<file path="src/rtl/jk_cmd_sequencer.sv">
// JK command sequencer: queues {op,cnt} commands in a small FIFO and replays
// each one as a burst of registered en/j/k pulses toward a JK latch.
// Ports: clk, rst (async, active-high), flush (sync clear)
//        cmd_valid/cmd_ready/cmd_op/cmd_cnt : command push side
//        j, k, en, done                     : registered latch drive
//        q_exp                              : predicted latch output
//        busy                               : queue or burst pending
module jk_cmd_sequencer #(
  parameter int DEPTH      = 4,
  parameter int GAP_CYCLES = 1
) (
  input  logic       clk,
  input  logic       rst,
  input  logic       flush,
  input  logic       cmd_valid,
  output logic       cmd_ready,
  input  logic [1:0] cmd_op,
  input  logic [3:0] cmd_cnt,
  output logic       j,
  output logic       k,
  output logic       en,
  output logic       q_exp,
  output logic       busy,
  output logic       done
);

  localparam int AW = $clog2(DEPTH);
  localparam int CW = $clog2(DEPTH + 1);

  typedef enum logic [1:0] {
    IDLE  = 2'd0,
    ISSUE = 2'd1,
    GAP   = 2'd2
  } state_t;

  state_t        state_q, state_d;
  logic [5:0]    mem_q [DEPTH];
  logic [AW-1:0] wr_q, wr_d;
  logic [AW-1:0] rd_q, rd_d;
  logic [CW-1:0] cnt_q, cnt_d;
  logic [1:0]    op_q, op_d;
  logic [3:0]    rem_q, rem_d;
  logic [3:0]    gap_q, gap_d;
  logic          en_q, en_d;
  logic          j_q, j_d;
  logic          k_q, k_d;
  logic          done_q, done_d;
  logic          qx_q, qx_d;
  logic          push, pop;
  logic          full, empty;
  logic [5:0]    head;
  logic [3:0]    head_cnt;

  assign full      = (cnt_q == CW'(DEPTH));
  assign empty     = (cnt_q == '0);
  assign cmd_ready = !full && !flush;
  assign push      = cmd_valid && cmd_ready;
  assign head      = mem_q[rd_q];
  // a count of zero is shorthand for a single issue
  assign head_cnt  = (head[3:0] == 4'd0) ? 4'd1 : head[3:0];

  always_ff @(posedge clk) begin
    if (push) mem_q[wr_q] <= {cmd_op, cmd_cnt};
  end

  always_comb begin
    wr_d  = wr_q;
    rd_d  = rd_q;
    cnt_d = cnt_q;
    if (flush) begin
      wr_d  = '0;
      rd_d  = '0;
      cnt_d = '0;
    end else begin
      if (push) wr_d = wr_q + AW'(1);
      if (pop)  rd_d = rd_q + AW'(1);
      cnt_d = cnt_q + CW'(push) - CW'(pop);
    end
  end

  always_comb begin
    state_d = state_q;
    op_d    = op_q;
    rem_d   = rem_q;
    gap_d   = gap_q;
    en_d    = 1'b0;
    j_d     = 1'b0;
    k_d     = 1'b0;
    done_d  = 1'b0;
    qx_d    = qx_q;
    pop     = 1'b0;

    // the latch sees the pulse leaving ISSUE, so track it even on flush
    if (state_q == ISSUE) begin
      unique case (op_q)
        2'b01:   qx_d = 1'b0;
        2'b10:   qx_d = 1'b1;
        2'b11:   qx_d = ~qx_q;
        default: qx_d = qx_q;
      endcase
    end

    unique case (state_q)
      IDLE: begin
        if (!empty) begin
          pop        = 1'b1;
          op_d       = head[5:4];
          rem_d      = head_cnt;
          state_d    = ISSUE;
          en_d       = 1'b1;
          {j_d, k_d} = head[5:4];
          done_d     = (head_cnt == 4'd1);
        end
      end
      ISSUE: begin
        if (rem_q == 4'd1) begin
          state_d = IDLE;
          rem_d   = 4'd0;
        end else begin
          rem_d = rem_q - 4'd1;
          if (GAP_CYCLES == 0) begin
            en_d       = 1'b1;
            {j_d, k_d} = op_q;
            done_d     = (rem_q == 4'd2);
          end else begin
            state_d = GAP;
            gap_d   = 4'(GAP_CYCLES);
          end
        end
      end
      GAP: begin
        if (gap_q <= 4'd1) begin
          state_d    = ISSUE;
          en_d       = 1'b1;
          {j_d, k_d} = op_q;
          done_d     = (rem_q == 4'd1);
        end else begin
          gap_d = gap_q - 4'd1;
        end
      end
      default: state_d = IDLE;
    endcase

    if (flush) begin
      state_d = IDLE;
      pop     = 1'b0;
      rem_d   = 4'd0;
      en_d    = 1'b0;
      j_d     = 1'b0;
      k_d     = 1'b0;
      done_d  = 1'b0;
    end
  end

  always_ff @(posedge clk or posedge rst) begin
    if (rst) begin
      state_q <= IDLE;
      wr_q    <= '0;
      rd_q    <= '0;
      cnt_q   <= '0;
      op_q    <= 2'b00;
      rem_q   <= 4'd0;
      gap_q   <= 4'd0;
      en_q    <= 1'b0;
      j_q     <= 1'b0;
      k_q     <= 1'b0;
      done_q  <= 1'b0;
      qx_q    <= 1'b0;
    end else begin
      state_q <= state_d;
      wr_q    <= wr_d;
      rd_q    <= rd_d;
      cnt_q   <= cnt_d;
      op_q    <= op_d;
      rem_q   <= rem_d;
      gap_q   <= gap_d;
      en_q    <= en_d;
      j_q     <= j_d;
      k_q     <= k_d;
      done_q  <= done_d;
      qx_q    <= qx_d;
    end
  end

  assign j     = j_q;
  assign k     = k_q;
  assign en    = en_q;
  assign done  = done_q;
  assign q_exp = qx_q;
  assign busy  = (state_q != IDLE) || !empty;

endmodule

</file>
<file path="config.mk">
export PLATFORM = sky130hd
export DESIGN_NAME = jk_cmd_sequencer
export DESIGN_NICKNAME = d
export VERILOG_FILES = /design/src/rtl/jk_cmd_sequencer.sv
export SDC_FILE = /design/constraint.sdc
export NUM_CORES = 1
export LEC_CHECK = 0
export ABC_AREA = 1
export CAP_MARGIN = 20
export CORE_MARGIN = 3
export CORE_UTILIZATION = 34
export DETAILED_ROUTE_END_ITERATION = 8
export GPL_TIMING_DRIVEN = 0
export SKIP_LAST_GASP = 1
export SLEW_MARGIN = 20
export SYNTH_ARGS = -nofsm -noshare
export SYNTH_HDL_FRONTEND = slang
export SYNTH_SLANG_ARGS = --single-unit
</file>
<file path="constraint.sdc">
create_clock -name clk -period 3.22 [get_ports clk]
set_clock_uncertainty 0.15 [all_clocks]
set_input_delay 0.644 -clock clk [delete_from_list [all_inputs] [get_ports clk]]
set_output_delay 0.644 -clock clk [all_outputs]
set_load 0.005 [all_outputs]
</file>
==> impl_metrics.py <==
metrics = {
    "timing": {
        "slew_headroom_pct": 37.7,
        "finalSetupTns_ps": 0,
        "finalCritPeriodShare_pct": 85.9,
        "fmax_mhz": 362,
        "slew_viol_final": 0,
        "finalSetupViolCount": 0,
        "finalHoldViolCount": 0,
        "rsz0062_at_grt": "no",
        "tightest_slew_ps": 934,
        "fin_crit_ps": 2760,
    },
    "hold_path": {
        "hold_depth": 1,
        "worstHoldEndpoint": "q_exp",
        "min-delay-start": "op_q[0]",
        "hold_path.class": "reg -> reg",
    },
    "worst_setup_path": {
        "crit_path_start_kind": "primary input",
        "reg2reg_to": "cnt_q[2]",
        "cp-startpoint": "flush",
        "end_kind": "primary output",
        "arrival_ps": 1970,
        "worst-r2r-cell-count": 13,
        "r2r_slack_ps": 550,
        "reg2reg_from": "state_q[0]",
        "crit_required_ps": 2430,
        "path_class": "in -> out",
        "worstPathMaxFanout": 10,
    },
    "floorplanning": {
        "rows": 29,
        "start_util_pct": 35.8,
        "die_h_um": 88.4,
        "core_area_um2": 6460,
        "num_io_pins": 17,
        "die_width_um": 88.4,
        "die-area_um2": 7820,
    },
    "grt": {
        "grt_start_max_net_pins": 25,
        "first_global_vias": 1510,
        "grt_overflow_total": 0,
        "antenna_found_initial": 0,
        "grt_usage_pct": 12.2,
        "grt_pass1_wl_um": 7140,
    },
    "cells_and_area": {
        "final_util_pct": 41.1,
        "areaGrowthSynthToFinish_pct": 14.8,
        "insertedDiodeCount": 0,
        "stdcell_area_um2": 2650,
        "fin_nets": 281,
        "drive_gt1_share_pct": 7.78,
    },
    "run_status": {
        "status": "finished clean",
    },
    "clock_network": {
        "cts-root-buf": "clkbuf_8",
        "clock_latency_ps": 310,
        "cts_repair_resize_count": 0,
        "clock_path_buffers": 2,
        "cts.clk_slew.worst_paths_ps": 100,
        "tritoncts": "done",
        "cts.sink_count": 48,
        "ctsHtreeMaxLevel": 2,
        "cts_hold_buf": 0,
        "cts_buffers": 5,
        "cts_setup_buffers": 0,
    },
    "placement": {
        "port_buffers": 16,
        "gp_congestion": 0.786,
        "hpwl_um": 3020,
        "postPlaceCellArea_um2": 2570,
    },
    "synthesis": {
        "yosysTopAreaCell": "edfxtp_1",
        "yosysWarnings": 0,
        "syn-cell-area_um2": 2310,
        "ys_seq_elements": 48,
        "synth_top_area_share_pct": 31.2,
        "synth.avg_cell_area_um2": 9.91,
        "synth.distinct_cells": 29,
        "synth_fp_nets": 258,
        "ys_seq_area_share_pct": 57.2,
        "synthTopCellsByArea": "edfxtp_1, dfrtp_1, nand2_1",
        "syn_inst": 233,
    },
    "power": {
        "static-leakage-power_uw": 0.00114,
        "max-vdd-ir-drop_mv": 0.279,
        "power_density_nw_per_um2": 794,
    },
    "drt": {
        "drt_pre_antenna_iters": 4,
        "routed_wl_um": 4220,
        "first_iter_violations": 95,
        "drc": 0,
        "via_per_inst": 4.69,
        "via_count": 1568,
        "wl_per_cell_um": 12.6,
        "ant_nets": 0,
    },
    "job": {
        "maxCapViolations": 0,
    },
}
[sequential cells by signal, indices dropped and copies added (netlist names), 2 cells and up]
| signal | flops |
|---|---|
| cnt_q | 3 |
| rem_q | 4 |
| wr_q | 2 |
| op_q | 2 |
| mem_q | 24 |
| gap_q | 4 |
| rd_q | 2 |
| state_q | 2 |
[layer usage]
metal  global-route usage, %  wire, um  up-vias
met1                    15.8      2010      733
li1                        -         -      810
met5                       0         0        -
met4                    3.71        39        0
met3                    3.07       129        4
met2                    20.1      2040       21
[cell families (layout without fill, tap and decap cells)]
group | Yosys count | after routing | synth area share [%]
flip-flops | 48 | 48 | 57.2
AO/OA/AOI/OAI | 38 | 38 | 9.21
AND/OR/NAND/NOR | 96 | 96 | 17.3
buffers and inverters | 31 | 55 | 5.90
XOR/XNOR | 5 | 5 | 1.90
adder cells (fa/ha/maj) | 15 | 15 | 8.45
[through the flow]
stage	setup slack (ps)	hold WS, ps	total power [uW]	cells
floorplan	773	308	1510	233
global placement	168	323	1750	326
detailed placement	136	336	1770	326
CTS	447	358	2130	334
global route	283	397	2310	334
finish	455	362	2110	334
[placed cells by master (no fill, tap or decap)]
master and instances:
clkinv_1 2, nand2_1 52, buf_2 1, buf_6 2, nor2_4 1, nand4_1 1
a31oi_1 1, a21oi_4 1, inv_6 1, a21oi_1 11, o22ai_1 3, ha_1 14
buf_4 1, edfxtp_1 24, clkinv_2 1, xnor2_1 2, a21oi_2 1, nand2_2 2
inv_2 2, fa_1 1, xor2_1 3, or2_2 1, nor2_2 1, o21ai_0 6
nor2_1 22, o21ai_1 14, dfrtp_1 24, nand3_1 15, inv_1 24, o21a_1 1
clkbuf_8 5, nor3_1 1, clkdlybuf4s50_1 16
[how the worst max path moves through the flow]
stage                     end  slack [ps]
floorplan            cnt_q[2]         770
global placement     cnt_q[2]         170
detailed placement   cnt_q[2]         140
CTS                 cmd_ready         450
global route         cnt_q[2]         280
finish              cmd_ready         460
[synth_stat cells, drive strengths merged]
master	number
nor2	24
a31oi	1
o21ai	20
inv	26
o22ai	3
or2	1
nor3	1
nand3	15
clkinv	1
xnor2	2
a21oi	13
nand2	54
fa	1
o21a	1
nand4	1
dfrtp	24
buf	4
ha	14
xor2	3
edfxtp	24
[power breakdown]
group          internal [uW]  total [uW]  switching [uW]
clock                    152         361             209
combinational            353         878             525
sequential               774         868            93.8
total                   1280        2110             827
[layout make-up]
type                    count  area (um^2)
fillers                   685         3810
flip-flops and latches     48         1320
repair buffers             16          160
inverters                  27          101
clock buffers               5         68.8
plain buffers               4         35.0
multi-input cells         154          852
well taps                  77         96.3
clock inverters             3         17.5
[worst max-delay path, cell delays in order]
cell and delay [ps]:
clkdlybuf4s50_1 410, buf_2 200, a21oi_2 190, clkdlybuf4s50_1 530
Note: power is estimated with default switching activity, not from simulation.
